==> config.mk <==
export PLATFORM = sky130hd
export DESIGN_NAME = ycbcr2rgb888_stage
export DESIGN_NICKNAME = d
export VERILOG_FILES = /design/src/rtl/ycbcr_pkg.sv /design/src/rtl/sync_delay_line.sv /design/src/rtl/ycbcr2rgb888_stage.sv
export SDC_FILE = /design/constraint.sdc
export NUM_CORES = 1
export LEC_CHECK = 0
export CORE_MARGIN = 5
export CORE_UTILIZATION = 40
export DETAILED_ROUTE_END_ITERATION = 8
export REMOVE_ABC_BUFFERS = 1
export SLEW_MARGIN = 20
export SYNTH_ARGS = -nofsm -noshare
export SYNTH_HDL_FRONTEND = slang
export SYNTH_SLANG_ARGS = --single-unit
==> constraint.sdc <==
create_clock -name clk -period 3.98 [get_ports clk]
set_clock_uncertainty 0.2 [all_clocks]
set_input_delay 0.597 -clock clk [delete_from_list [all_inputs] [get_ports clk]]
set_output_delay 0.597 -clock clk [all_outputs]
set_load 0.01 [all_outputs]
==> src/rtl/ycbcr_pkg.sv <==
// Shared YCbCr/RGB colour-space constants, pixel type and the fixed-point clamp helper.
// Also meant for the RGB-to-YCbCr upstream stage.
package ycbcr_pkg;

  localparam int FRAC_BITS  = 8;
  localparam int ROUND_HALF = 128;
  localparam int OFFSET_128 = 128;

  // Full-range BT.601 coefficients scaled by 2^FRAC_BITS; sized to match the product width.
  localparam logic signed [17:0] KR  = 18'sd359;
  localparam logic signed [17:0] KGB = 18'sd88;
  localparam logic signed [17:0] KGR = 18'sd183;
  localparam logic signed [17:0] KB  = 18'sd454;

  typedef struct packed {
    logic [7:0] red;
    logic [7:0] green;
    logic [7:0] blue;
  } rgb888_t;

  // Returns {clamped, value}: the sum is dropped to integer and limited to 0..255.
  function automatic logic [8:0] clamp_u8(input logic signed [18:0] sum);
    logic signed [18:0] sh;
    sh = sum >>> FRAC_BITS;
    if (sh < 0) return 9'h100;
    if (sh > 19'sd255) return 9'h1ff;
    return {1'b0, sh[7:0]};
  endfunction

endpackage

==> src/rtl/sync_delay_line.sv <==
// Async-reset shift register that delays the {vsync, href, clken} bundle by DEPTH cycles.
module sync_delay_line #(
  parameter int DEPTH = 3,
  parameter int WIDTH = 3
) (
  input  logic             clk,
  input  logic             rst_n,
  input  logic [WIDTH-1:0] din,
  output logic [WIDTH-1:0] dout
);

  logic [WIDTH-1:0] stages [DEPTH];

  always_ff @(posedge clk or negedge rst_n) begin
    if (!rst_n) begin
      stages <= '{default: '0};
    end else begin
      stages[0] <= din;
      for (int i = 1; i < DEPTH; i++) begin
        stages[i] <= stages[i-1];
      end
    end
  end

  assign dout = stages[DEPTH-1];

endmodule

==> src/rtl/ycbcr2rgb888_stage.sv <==
// Full-range YCbCr444 to RGB888 conversion, 3-cycle pipeline with matched sync delay,
// plus a per-frame count of pixels where any channel saturated.
module ycbcr2rgb888_stage
  import ycbcr_pkg::*;
#(
  parameter int CLIP_W = 16,
  parameter int LAT    = 3
) (
  input  logic              clk,
  input  logic              rst_n,
  input  logic              per_frame_vsync,
  input  logic              per_frame_href,
  input  logic              per_frame_clken,
  input  logic [7:0]        per_img_Y,
  input  logic [7:0]        per_img_Cb,
  input  logic [7:0]        per_img_Cr,
  output logic              post_frame_vsync,
  output logic              post_frame_href,
  output logic              post_frame_clken,
  output logic [7:0]        post_img_red,
  output logic [7:0]        post_img_green,
  output logic [7:0]        post_img_blue,
  output logic [CLIP_W-1:0] clip_cnt,
  output logic              clip_valid
);

  logic signed [18:0] y2_c;
  logic signed [8:0]  dcb_c;
  logic signed [8:0]  dcr_c;

  logic signed [18:0] y2_q;
  logic signed [17:0] pr_q, pgb_q, pgr_q, pb_q;
  logic signed [18:0] sr_q, sg_q, sb_q;

  logic [8:0] clamp_r, clamp_g, clamp_b;
  rgb888_t    rgb_q;
  logic       hit_q;

  logic [2:0]        sync_out;
  logic              vsync_q;
  logic              qual_hit;
  logic              vsync_rise;
  logic [CLIP_W-1:0] acc;
  logic [CLIP_W-1:0] acc_next;

  always_comb begin
    y2_c  = $signed(19'(per_img_Y) << FRAC_BITS) + 19'(ROUND_HALF);
    dcb_c = $signed({1'b0, per_img_Cb}) - 9'(OFFSET_128);
    dcr_c = $signed({1'b0, per_img_Cr}) - 9'(OFFSET_128);
  end

  // The pipeline free-runs every clock; clken only qualifies the clip count.
  always_ff @(posedge clk or negedge rst_n) begin
    if (!rst_n) begin
      y2_q  <= '0;
      pr_q  <= '0;
      pgb_q <= '0;
      pgr_q <= '0;
      pb_q  <= '0;
      sr_q  <= '0;
      sg_q  <= '0;
      sb_q  <= '0;
      rgb_q <= '0;
      hit_q <= 1'b0;
    end else begin
      y2_q  <= y2_c;
      pr_q  <= KR  * 18'(dcr_c);
      pgb_q <= KGB * 18'(dcb_c);
      pgr_q <= KGR * 18'(dcr_c);
      pb_q  <= KB  * 18'(dcb_c);
      sr_q  <= y2_q + 19'(pr_q);
      sg_q  <= y2_q - 19'(pgb_q) - 19'(pgr_q);
      sb_q  <= y2_q + 19'(pb_q);
      rgb_q <= '{red: clamp_r[7:0], green: clamp_g[7:0], blue: clamp_b[7:0]};
      hit_q <= clamp_r[8] | clamp_g[8] | clamp_b[8];
    end
  end

  always_comb begin
    clamp_r = clamp_u8(sr_q);
    clamp_g = clamp_u8(sg_q);
    clamp_b = clamp_u8(sb_q);
  end

  sync_delay_line #(
    .DEPTH(LAT),
    .WIDTH(3)
  ) u_sync_delay (
    .clk  (clk),
    .rst_n(rst_n),
    .din  ({per_frame_vsync, per_frame_href, per_frame_clken}),
    .dout (sync_out)
  );

  assign {post_frame_vsync, post_frame_href, post_frame_clken} = sync_out;

  assign post_img_red   = post_frame_href ? rgb_q.red   : 8'd0;
  assign post_img_green = post_frame_href ? rgb_q.green : 8'd0;
  assign post_img_blue  = post_frame_href ? rgb_q.blue  : 8'd0;

  assign qual_hit   = hit_q & post_frame_href & post_frame_clken;
  assign vsync_rise = post_frame_vsync & ~vsync_q;
  assign acc_next   = (&acc) ? acc : acc + {{(CLIP_W-1){1'b0}}, qual_hit};

  // A hit landing on the vsync edge still belongs to the frame being closed.
  always_ff @(posedge clk or negedge rst_n) begin
    if (!rst_n) begin
      vsync_q    <= 1'b0;
      acc        <= '0;
      clip_cnt   <= '0;
      clip_valid <= 1'b0;
    end else begin
      vsync_q    <= post_frame_vsync;
      clip_valid <= vsync_rise;
      if (vsync_rise) begin
        clip_cnt <= acc_next;
        acc      <= '0;
      end else begin
        acc <= acc_next;
      end
    end
  end

endmodule
== After elaboration in Yosys (flattened, before gate mapping) ==
Index checks and enable logic that the tools add are counted.
Cells by class
  add/sub/neg operators: 8
  reductions and logical operators: 1
  order comparisons: 6
  bitwise operators: 6
  $mul: 4
  muxes and demuxes: 26
Operators by type and width (count)
  9-bit two-way mux: 12
  18-bit by 18-bit adder with 19-bit output: 2
  11-bit by 9-bit > comparator with 1-bit output, second input constant: 3
  11-bit by 1-bit less-than comparator with 1-bit output, second input constant: 3
  16-bit two-way mux: 2
  8-bit two-way mux: 3
  18-bit by 17-bit subtractor with 19-bit output: 1
  19-bit by 18-bit subtractor with 19-bit output: 1
  10-bit by 9-bit multiplier with 18-bit output, first input constant: 1
  9-bit by 9-bit multiplier with 18-bit output, first input constant: 1
  8-bit by 8-bit subtractor with 9-bit output, second input constant: 2
  16-bit by 8-bit adder with 17-bit output, second input constant: 1
  9-bit by 9-bit multiplier with 17-bit output, first input constant: 1
  16-bit by 1-bit adder with 16-bit output: 1
  16-bit AND reduction: 1
  5-bit by 9-bit multiplier with 14-bit output, first input constant: 1
  1-bit two-way mux: 9
  1-bit AND: 3
  1-bit OR: 2
  1-bit NOT: 1
Storage, ports and cells
  register bits after elaboration: 209
  word-level logic and storage cells: 70

== Depth between registers and ports, before layout ==
Gate-level depths: netlist (run 1).
  depth after elaboration: 7
  gate-level depth with buffers: 19
  depth with buffers taken out: 19

== Modules after synthesis ==
A second synthesis (run 1) with hierarchy kept.
Unflattened totals
  cells, all modules: 1154
  area total of the unflattened synthesis: 11742.5 um^2
By module, submodules not included
  ycbcr2rgb888_stage: times used 1, sequential area each 3878.7 um^2, area an instance 11494.8 um^2, cells an instance 1142
  sync_delay_line: times used 1, sequential area each 225.2 um^2, area an instance 247.7 um^2, cells an instance 12

== Worst setup path after synthesis (run 1) ==
Ideal clock, no wire load.
  kind: in2reg
  from: input per_img_Cr[7]
  to: register pgr_q[15]
  library setup time: 0.125 ns
  path buffers: 0
  data arrival time: 4.609 ns
  data required time: 3.655 ns
  setup slack: -0.955 ns
  cell stages on the path: 16
  path through: clkinv_1 -> ha_1 -> inv_1 -> ha_1 -> fa_1 -> inv_1 -> fa_1 -> fa_1 -> inv_1 -> ha_1 -> o21ai_0 -> a21boi_0 -> o311a_1 -> o211ai_1 -> a21oi_1 -> a2111oi_0
Between the ends
  longest elaborated chain between the ends: 2
Ends and longest elaborated chain
  start: declaration: RTL line ycbcr2rgb888_stage.sv:16  | input logic [7:0] per_img_Cr,
  8-bit by 8-bit subtractor with 9-bit output: RTL line ycbcr2rgb888_stage.sv:49  | dcr_c = $signed({1'b0, per_img_Cr}) - 9'(OFFSET_128);
  9-bit by 9-bit multiplier with 18-bit output: RTL line ycbcr2rgb888_stage.sv:69  | pgr_q <= KGR * 18'(dcr_c);
  end signal: assignment: RTL line ycbcr2rgb888_stage.sv:69
  end: declaration: RTL line ycbcr2rgb888_stage.sv:32  | logic signed [17:0] pr_q, pgb_q, pgr_q, pb_q;
No other way between the ends.
A chain may end at the register's enable or synchronous reset.

== Worst setup path in the final report (run 1) ==
  from: input per_img_Cr[1]
  to: register pgr_q[15]
The elaborated chain is that of the path after synthesis.

==> key figures, run 1 <==
Run status
  • Outcome: finished, violations left
  • Violated checks: hold timing, setup timing

Clock network
  • H-tree depth: 4
  • Num CTS Buffers: 17
  • CTS tree: built
  • CTS Sinks: 164
  • Max clock buf depth: 2
  • Register clock-pin slew on the reported worst setup and hold paths: 70 ps
  • Root Driver: clkbuf_16
  • Post-CTS Hold Buffers: 0
  • Clock latency on the worst-skew pair: 420 ps

Die
  • Core Rows: 62
  • I/O Pins: 73
  • Die area: 32770 µm²
  • Chip Width: 181.0 µm
  • Starting Density: 40.65%
  • Die H: 181.0 µm
  • Core Footprint: 28780 µm²

STA
  • Relative slew slack: 50.57%
  • Hold_ws: -2.366 ps
  • Final hold vios: 1
  • Post-layout min period: 4326 ps
  • Crit share post-route: 108.7%
  • Max Clk Rate: 231.2 MHz
  • Final WS setup: -346.0 ps
  • Setup Viol. Count Final: 15
  • RSZ-0062 raised after global routing: true
  • Tightest Pin Transition: 741.4 ps
  • Fin. max-slew vios: 0

Run
  • Max-Cap Viols: 0

Final layout
  • Share of post-route cells with drive strength above 1: 24.64%
  • Final instance area: 15450 µm²
  • Cell Count, Final, Fillers Out: 1772
  • Ant diodes: 0
  • Area of the multi-input gates: 7436 µm²
  • Utilization after layout: 53.68%
  • Commonest non-fill, non-tap cell in the layout: inv_1
  • Register area: 4104 µm²
  • Commonest non-fill, non-tap cells in the layout: inv_1 (175), dfrtp_1 (164), ha_1 (155)
  • Fill count: 2481
  • Final #Nets: 1666
  • Area Growth Syn to Fin: 32.06%

Synthesis
  • Post-synthesis sequential area ratio: 35.08%
  • Yosys top cell by area: dfrtp_1
  • Netlist cell types: 63
  • Syn Std Cell Area: 11700 µm²
  • Syn avg cell area: 10.23 µm²
  • Top_reg_cell synth: dfrtp_1
  • Post-synthesis register bit count: 164
  • Mapped Cells: 1144
  • Post-synth EDFFs: 0
  • Top cells by area, synth: dfrtp_1 (35%), ha_1 (21%), fa_1 (12%), inv_1 (6.6%), xnor2_1 (3.7%)
  • Top cell type's share of synthesized area: 35.08%
  • YS warnings: 0
  • Async SR Flop Fraction: 100.0%

Worst setup path
  • Critical path capture point type: flip-flop
  • Worst r2r src: y2_q[9]
  • Setup crit start: per_img_Cr[1]
  • RR Endpoint: sg_q[17]
  • Arrival time worst endpoint: 4440 ps
  • Kind of critical path: input port to flip-flop
  • Worst EP required: 4090 ps
  • Critical path destination: pgr_q[15]
  • Crit-path max FO: 5
  • Path depth of the worst reg2reg path: 8
  • R2r setup slk: 730 ps
  • CP Launch Type: input port

Global route
  • GRT Overall Usage: 15.76%
  • Largest net degree at the start of global routing: 82
  • Antenna violations before repair: 0
  • First-pass GRT wire length: 42690 µm
  • Vias in the first global route: 9032
  • Total grt overflow: 0

Power and ir drop
  • Power Dens Cells: 642.6 nW/µm²
  • P_leak: 7.668 nW
  • Power Total: 0.009929 W
  • Maximum VDD drop: 0.5070 mV

Routing
  • Via count: 8324
  • Final antenna-violating net count: 0
  • DR iter-0 viols: 281
  • DRC errors left: 0
  • Drt pass-1 iters: 4
  • Mean number of vias per cell: 4.698
  • DR WL/cell: 14.00 µm
  • Routed WL: 24810 µm

Place
  • Inst Count DP: 1717
  • Post-DP HPWL: 19310 µm
  • Port buffer count: 72
  • Placed cell areas: 13830 µm²
  • Routability congestion estimate: 0.8823

Worst hold path
  • Hold/Removal Path Class: input port to asynchronous set/reset pin
==> per-stage QoR <==
step / setup TNS (ps) / worst slack (ps)
after floorplan: -12330 / -954.7
after global placement: -31760 / -1492
after detailed placement: -33450 / -1596
after CTS: -3181 / -497.4
after global routing: -4542 / -525.5
final: -2589 / -346.0
==> cells in the mapped netlist, types with 8 or more instances <==
cell / count
or2_2: 11
nand2_1: 45
nor2b_1: 11
inv_1: 206
clkbuf_1: 13
xnor2_1: 49
a21o_1: 16
and2_1: 28
fa_1: 69
o21ai_0: 44
dfrtp_1: 164
o21a_1: 11
ha_1: 192
nor3_1: 12
and3_1: 11
nand2b_1: 8
nand3_1: 14
nor2_1: 103
xor2_1: 28
a21oi_1: 34
==> state kept, by name (all words and copies together) (netlist names), 3 cells and up <==
register and count:
rgb_q 24, pgr_q 18, acc 16, clip_cnt 16
pb_q 14, pgb_q 11, pr_q 11, sb_q 11
sg_q 11, sr_q 11, y2_q 9, u_sync_delay.stages 6
u_sync_delay.dout 3
==> worst max-delay path: stages <==
cell and delay (ps):
buf_12 110, ha_4 270, inv_2 30, fa_1 490
inv_2 50, ha_4 250, inv_2 30, fa_1 530
inv_2 60, ha_4 270, ha_4 130, inv_2 30
fa_2 360, nor2b_4 140, o21ai_2 70, a21boi_2 160
o311a_1 190, o211ai_1 110, buf_4 160, and4b_1 190
a2111oi_2 190
==> worst min path at each step <==
stage,endpoint,start
final,u_sync_delay.dout[1],rst_n
after global routing,u_sync_delay.dout[2],rst_n
after CTS,u_sync_delay.dout[2],rst_n
after detailed placement,u_sync_delay.dout[1],u_sync_delay.stages[4]
after global placement,u_sync_delay.dout[0],u_sync_delay.stages[3]
after floorplan,acc[0],rst_n
==> metal layers <==
| metal | GRT usage (%) | routed length (µm) | vias to the layer above |
|---|---|---|---|
| li1 | - | - | 4179 |
| met5 | 0 | 0 | - |
| met4 | 3.843 | 409 | 0 |
| met2 | 28.36 | 12570 | 120 |
| met1 | 19.70 | 11040 | 3995 |
| met3 | 2.795 | 792 | 30 |
==> final cells by class <==
| type | count | area share [%] |
|---|---|---|
| multi-input combinational | 758 | 48.13 |
| sequential | 164 | 26.56 |
| timing repair buffer | 227 | 12.88 |
| inverter | 208 | 5.159 |
| tap | 384 | 3.110 |
| clock buffer | 19 | 2.932 |
| clock inverter | 12 | 1.223 |
==> where the power goes <==
part / internal (W) / total, W / switching [W]
logic: 0.00291 / 0.00570 / 0.00279
registers: 0.00225 / 0.00244 / 0.000191
clock network: 0.00110 / 0.00178 / 0.000687
total: 0.00626 / 0.00993 / 0.00367
==> repair_timing <==
item                       CTS  global route
pin swaps                   79            60
resized for setup          189            66
setup endpoints to repair   29            24
setup buffers               32            12
==> kinds of logic (layout without fill, tap and decap cells) <==
group	count (synthesis)	count (layout)	share of synthesized area [%]
adders and majority gates	261	261	32.34
and+or+nand+nor	261	261	10.67
buffers and inverters	222	466	7.123
DFF	164	164	35.08
AOI/OAI and AO/OA	157	157	8.888
xor gates and xnor gates	77	77	5.765
other	1	1	0.03205
muxes	1	1	0.09625
No activity file was read; power rests on OpenSTA's default activity.
==> run 2, diff against run 1 <==
--- a/config.mk
+++ b/config.mk
@@ -6,9 +6,8 @@
 export NUM_CORES = 1
 export LEC_CHECK = 0
 export CORE_MARGIN = 5
-export CORE_UTILIZATION = 40
+export CORE_UTILIZATION = 43
 export DETAILED_ROUTE_END_ITERATION = 8
-export REMOVE_ABC_BUFFERS = 1
 export SLEW_MARGIN = 20
 export SYNTH_ARGS = -nofsm -noshare
 export SYNTH_HDL_FRONTEND = slang
==> run 2 against run 1 <==
  * The run ends with setup timing left
  * Clock-buffer cell count unchanged
  * Largest cell class unchanged
  * Critical path depth is 3 lower
  * Die area down 6.6%
==> key figures, run 2 (synthesis results as in run 1) <==
Die
  • Core Footprint: 26880 µm² (-6.6%)
  • Core Rows: 60 (-3.2%)
  • Chip Width: 174.9 µm (-3.4%)
  • Die area: 30610 µm² (-6.6%)
  • I/O Pins: 73 (unchanged)
  • Starting Density: 43.53% (+2.9 points)
  • Die H: 174.9 µm (-3.4%)

Worst setup path
  • Arrival time worst endpoint: 4420 ps (-20 ps)
  • RR Endpoint: sg_q[17]
  • Slowest stage delay, CP: 540 ps (about the same)
  • Most common cell on crit path: inv_2
  • Crit-path max FO: 4 (-1)
  • Cell Chain, Critical Path: buf_8 -> buf_6 -> ha_4 -> buf_6 -> fa_1 -> fa_2 -> inv_2 -> fa_2 -> inv_2 -> fa_1 -> inv_2 -> ha_4 -> a21o_1 -> o2111a_1 -> or2_4 -> a21o_1 -> a21oi_2 -> xnor2_1
  • R2r setup slk: 730 ps (about the same)
  • Worst r2r src: y2_q[9]
  • Worst EP required: 4110 ps (+20 ps)
  • Critical path capture point type: flip-flop
  • Largest delay share family, worst path: adder cells
  • Kind of critical path: input port to flip-flop
  • Buf/Inv on CP: 6 (-1)
  • Setup crit start: per_img_Cr[2]
  • CP max stage cell: fa_2
  • CP Launch Type: input port
  • Path depth of the worst reg2reg path: 8 (unchanged)

Global route
  • Vias in the first global route: 8385 (-7.2%)
  • Largest net degree at the start of global routing: 117 (+43%)
  • First-pass GRT wire length: 40880 µm (-4.3%)
  • GRT Overall Usage: 16.21% (+0.45 points)
  • Antenna violations before repair: 0 (unchanged)
  • Total grt overflow: 0 (unchanged)

Clock network
  • H-tree depth: 4 (unchanged)
  • CTS tree: built
  • Max clock buf depth: 2 (unchanged)
  • Root Driver: clkbuf_16
  • Clock latency on the worst-skew pair: 420 ps (about the same)
  • Register clock-pin slew on the reported worst setup and hold paths: 70 ps (about the same)
  • Num CTS Buffers: 17 (unchanged)
  • CTS Sinks: 164 (unchanged)

Final layout
  • Reg with most FFs: rgb_q
  • Commonest non-fill, non-tap cell in the layout: inv_1
  • Final instance area: 15120 µm² (-2.1%)
  • Max FFs per register: 24 (unchanged)
  • Area Growth Syn to Fin: 29.24%
  • Ant diodes: 0 (unchanged)
  • Final #Nets: 1660 (-0.36%)
  • Commonest non-fill, non-tap cells in the layout: inv_1 (181), ha_1 (166), dfrtp_1 (164)
  • Share of post-route cells with drive strength above 1: 22.20% (-2.4 points)
  • Biggest regs: rgb_q x24, pgr_q x18

Power and ir drop
  • Power Dens Cells: 635.0 nW/µm² (-1.2%)
  • Comb power frac: 56.2% (-1.2 points)
  • P_leak: 7.610 nW (-0.76%)
  • Internal power: 0.006035 W (-3.6%)
  • Sw frac: 37.14% (+0.18 points)
  • Reg power frac: 25.5% (+0.9 points)
  • Maximum VDD drop: 0.3338 mV (-34%)
  • Clock network power share: 18.3% (+0.3 points)
  • NetSw: 0.003566 W (-2.8%)
  • Power Total: 0.009601 W (-3.3%)

Synthesis
  • Net Count, Synth: 1434

Run
  • Max-Cap Viols: 0 (unchanged)

Routing
  • Routed WL: 23360 µm (-5.9%)
  • Mean number of vias per cell: 4.695 (about the same)
  • DR WL/cell: 13.55 µm (-3.2%)
  • DR iter-0 viols: 399 (+42%)
  • Drt pass-1 iters: 4 (unchanged)
  • Final antenna-violating net count: 0 (unchanged)
  • Via count: 8095 (-2.8%)
  • DRC errors left: 0 (unchanged)

STA
  • Setup Viol. Count Final: 16 (+1)
  • Relative slew slack: 39.75% (-11 points)
  • Final hold vios: 0 (-1)
  • Max Clk Rate: 233.5 MHz (+1.0%)
  • Setup TNS: -2461 ps (+128.6 ps)
  • Crit share post-route: 107.6% (-1.1 points)
  • Final WS setup: -302.9 ps (+43.06 ps)
  • Tightest Pin Transition: 903.8 ps (+162.3 ps)
  • Fin. max-slew vios: 0 (unchanged)
  • Post-layout min period: 4283 ps (-43.06 ps)
  • RSZ-0062 raised after global routing: true

Worst hold path
  • Hold/Removal Path Class: input port to asynchronous set/reset pin

Run status
  • Outcome: finished, violations left
  • Violated checks: setup timing

Place
  • Routability congestion estimate: 0.8812 (-0.12%)
  • Port buffer count: 72 (unchanged)
  • Post-DP HPWL: 19310 µm (about the same)
  • Placed cell areas: 14120 µm² (+2.1%)
[run 2: worst max path at each step]
stage	end	slack, ps	cells after the start
after global routing	pgr_q[15]	-490	20
final	pr_q[14]	-300	18
after global placement	pgr_q[15]	-1340	20
after floorplan	pgr_q[15]	-550	19
after CTS	pr_q[14]	-330	18
after detailed placement	pgr_q[15]	-1380	20
[run 2: power groups by stage]
stage | registers [W] | logic, W | clock network [W]
CTS | 0.00246 | 0.00528 | 0.00180
detailed placement | 0.00249 | 0.00514 | 0
global route | 0.00251 | 0.00612 | 0.00187
finish | 0.00245 | 0.00540 | 0.00175
floorplan | 0.00240 | 0.00364 | 0
global placement | 0.00248 | 0.00506 | 0
[run 2: timing repair]
item                                    CTS  global route
endpoints found under the setup margin   28            23
cloned                                    0             0
hold buffers                              0             0
gates resized for setup                  86            42
pin swaps                                53            43
hold endpoints to repair                  0             0
buffers inserted                         12            10
[run 2: final cells by class]
class	instances	area [µm²]
Clock buffer	19	452.9
Clock inverter	13	182.7
Fill cell	2380	11760
Inverter	208	797.0
Multi-Input combinational cell	758	7276
Sequential cell	164	4104
Tap cell	341	426.7
Timing Repair Buffer	221	1881
[run 2: per-stage QoR]
stage	util, %	setup slack (ps)	hold slack (ps)	instances
finish	56.26	-302.9	72.25	1724
floorplan	-	-545.7	101.4	1144
global route	56.26	-490.7	150.9	1724
CTS	55.53	-330.1	151.7	1720
detailed placement	52.52	-1377	137.1	1677
global placement	52.52	-1340	134.4	1677
[run 2: per-layer routing]
layer	up-vias	track usage (%)	wire [µm]
li1	4171	-	-
met1	3802	22.65	11290
met2	103	27.30	11180
met3	19	2.099	645
met4	0	3.339	244
met5	-	0	0
==> patch (config.mk and constraints of run 1) <==
Take the reset off `pr_q` and load it in a clocked block of its own.
--- a/src/rtl/ycbcr2rgb888_stage.sv
+++ b/src/rtl/ycbcr2rgb888_stage.sv
@@ -55,3 +55,2 @@
       y2_q  <= '0;
-      pr_q  <= '0;
       pgb_q <= '0;
@@ -66,3 +65,2 @@
       y2_q  <= y2_c;
-      pr_q  <= KR  * 18'(dcr_c);
       pgb_q <= KGB * 18'(dcb_c);
@@ -76,2 +74,6 @@
     end
+  end
+
+  always_ff @(posedge clk) begin
+    pr_q <= KR  * 18'(dcr_c);
   end
Check against the original RTL: not settled (the Yosys comparison gave no result); the edit may change what the design does.
==> patch against run 1 <==
The flow finishes with violations (negative setup slack); routed wire length decreased by 3.0%; power shrank 2.0%; synthesized cell count increased by 0.17%; die area down 0.14%; worst setup slack gained 130 ps; sequential cell count did not move; sequential share of layout area grew 0.11 points; area after synthesis decreased by 0.15%; sequential power barely moved; via count down 1.6%; final area decreased by 1.7%; critical path depth decreased by 4; critical path type unchanged; critical endpoint is now pgr_q[17].
==> patch: results (changes against run 1) <==
[synthesis]
synth.area.mux_share=0.00171  ; +0.000751
synth_compound_area_frac=0.0904  ; +0.00153
synth_fa_ha_area_frac=0.324  ; +0.000485
yosysSeqAreaShare=0.347  ; -0.00419
synth.distinct_cells=61  ; -3.2%
synth-async-reset-ratio=0.933  ; -0.0671
synth.avg_cell_area_um2=10.2  ; -0.32%
yosys-top-cells-area=dfrtp_1 33%, ha_1 21%, fa_1 12%

[cells_and_area]
drive_gt1_frac=0.226  ; -0.0205
fin_nets=1658  ; -0.48%
finalNonFillerCells=1765  ; -0.40%

[drt]
num_vias=8190  ; -1.6%
wl_met2_um=11800  ; -5.8%
routed_wl_um=24100  ; -3.0%
wl_met3_um=655  ; -17%
drtIter0Drc=340  ; +21%
wl_met1_um=11200  ; +1.6%

[worst_setup_path]
rrSetupSlack_ps=800  ; +70 ps
arrival_ps=4310  ; -130 ps

[sta]
setup_viol=16  ; +1
setup_ws_ps=-219  ; +127 ps
tightest_slew_ps=983  ; +241 ps
setup_tns_ps=-1590  ; +1000 ps
hold_violations=0  ; -1

[place]
dp_hpwl_um=19100  ; -0.87%
dp_worst_setup_slack_ps=-1370  ; +231 ps

[global_routing]
grt_usage=0.151  ; -0.00642
grt_pass1_vias=8544  ; -5.4%
grt_max_degree=66  ; -20%

[power_and_ir_drop]
p_leak_nw=7.53  ; -1.8%
power.switching_mw=3.69  ; +0.52%
clock_net_power_mw=1.66  ; -7%

[run_status]
violations=negative setup slack
outcome=complete, but fails checks

[hold_path]
hold_class=reg2reg

-- patch: cell type report --
type / instances / area share
clock buffers: 22 / 0.0327
inverters: 199 / 0.0498
multi-input cells: 767 / 0.488
repair buffers: 219 / 0.124
flip-flops and latches: 164 / 0.267
clock inverters: 10 / 0.00701
well taps: 384 / 0.0317
-- patch: what timing repair did --
item	CTS	global route
endpoints found under the hold margin	54	0
setup endpoints to repair	29	21
setup buffers	16	11
pin swaps	78	35
hold buffers	1	0
resized for setup	166	41
-- patch: final timing paths --
check	start	endpoint	cells past startpoint
setup / recovery	per_img_Cr[3]	pgr_q[17]	17
hold / removal	u_sync_delay.stages[4]	u_sync_delay.dout[1]	0
setup reg to reg	y2_q[7]	sg_q[15]	9
hold reg to reg	u_sync_delay.stages[4]	u_sync_delay.dout[1]	0
max in group asynchronous	rst_n	pgb_q[10]	3
min in group asynchronous	rst_n	clip_cnt[9]	2
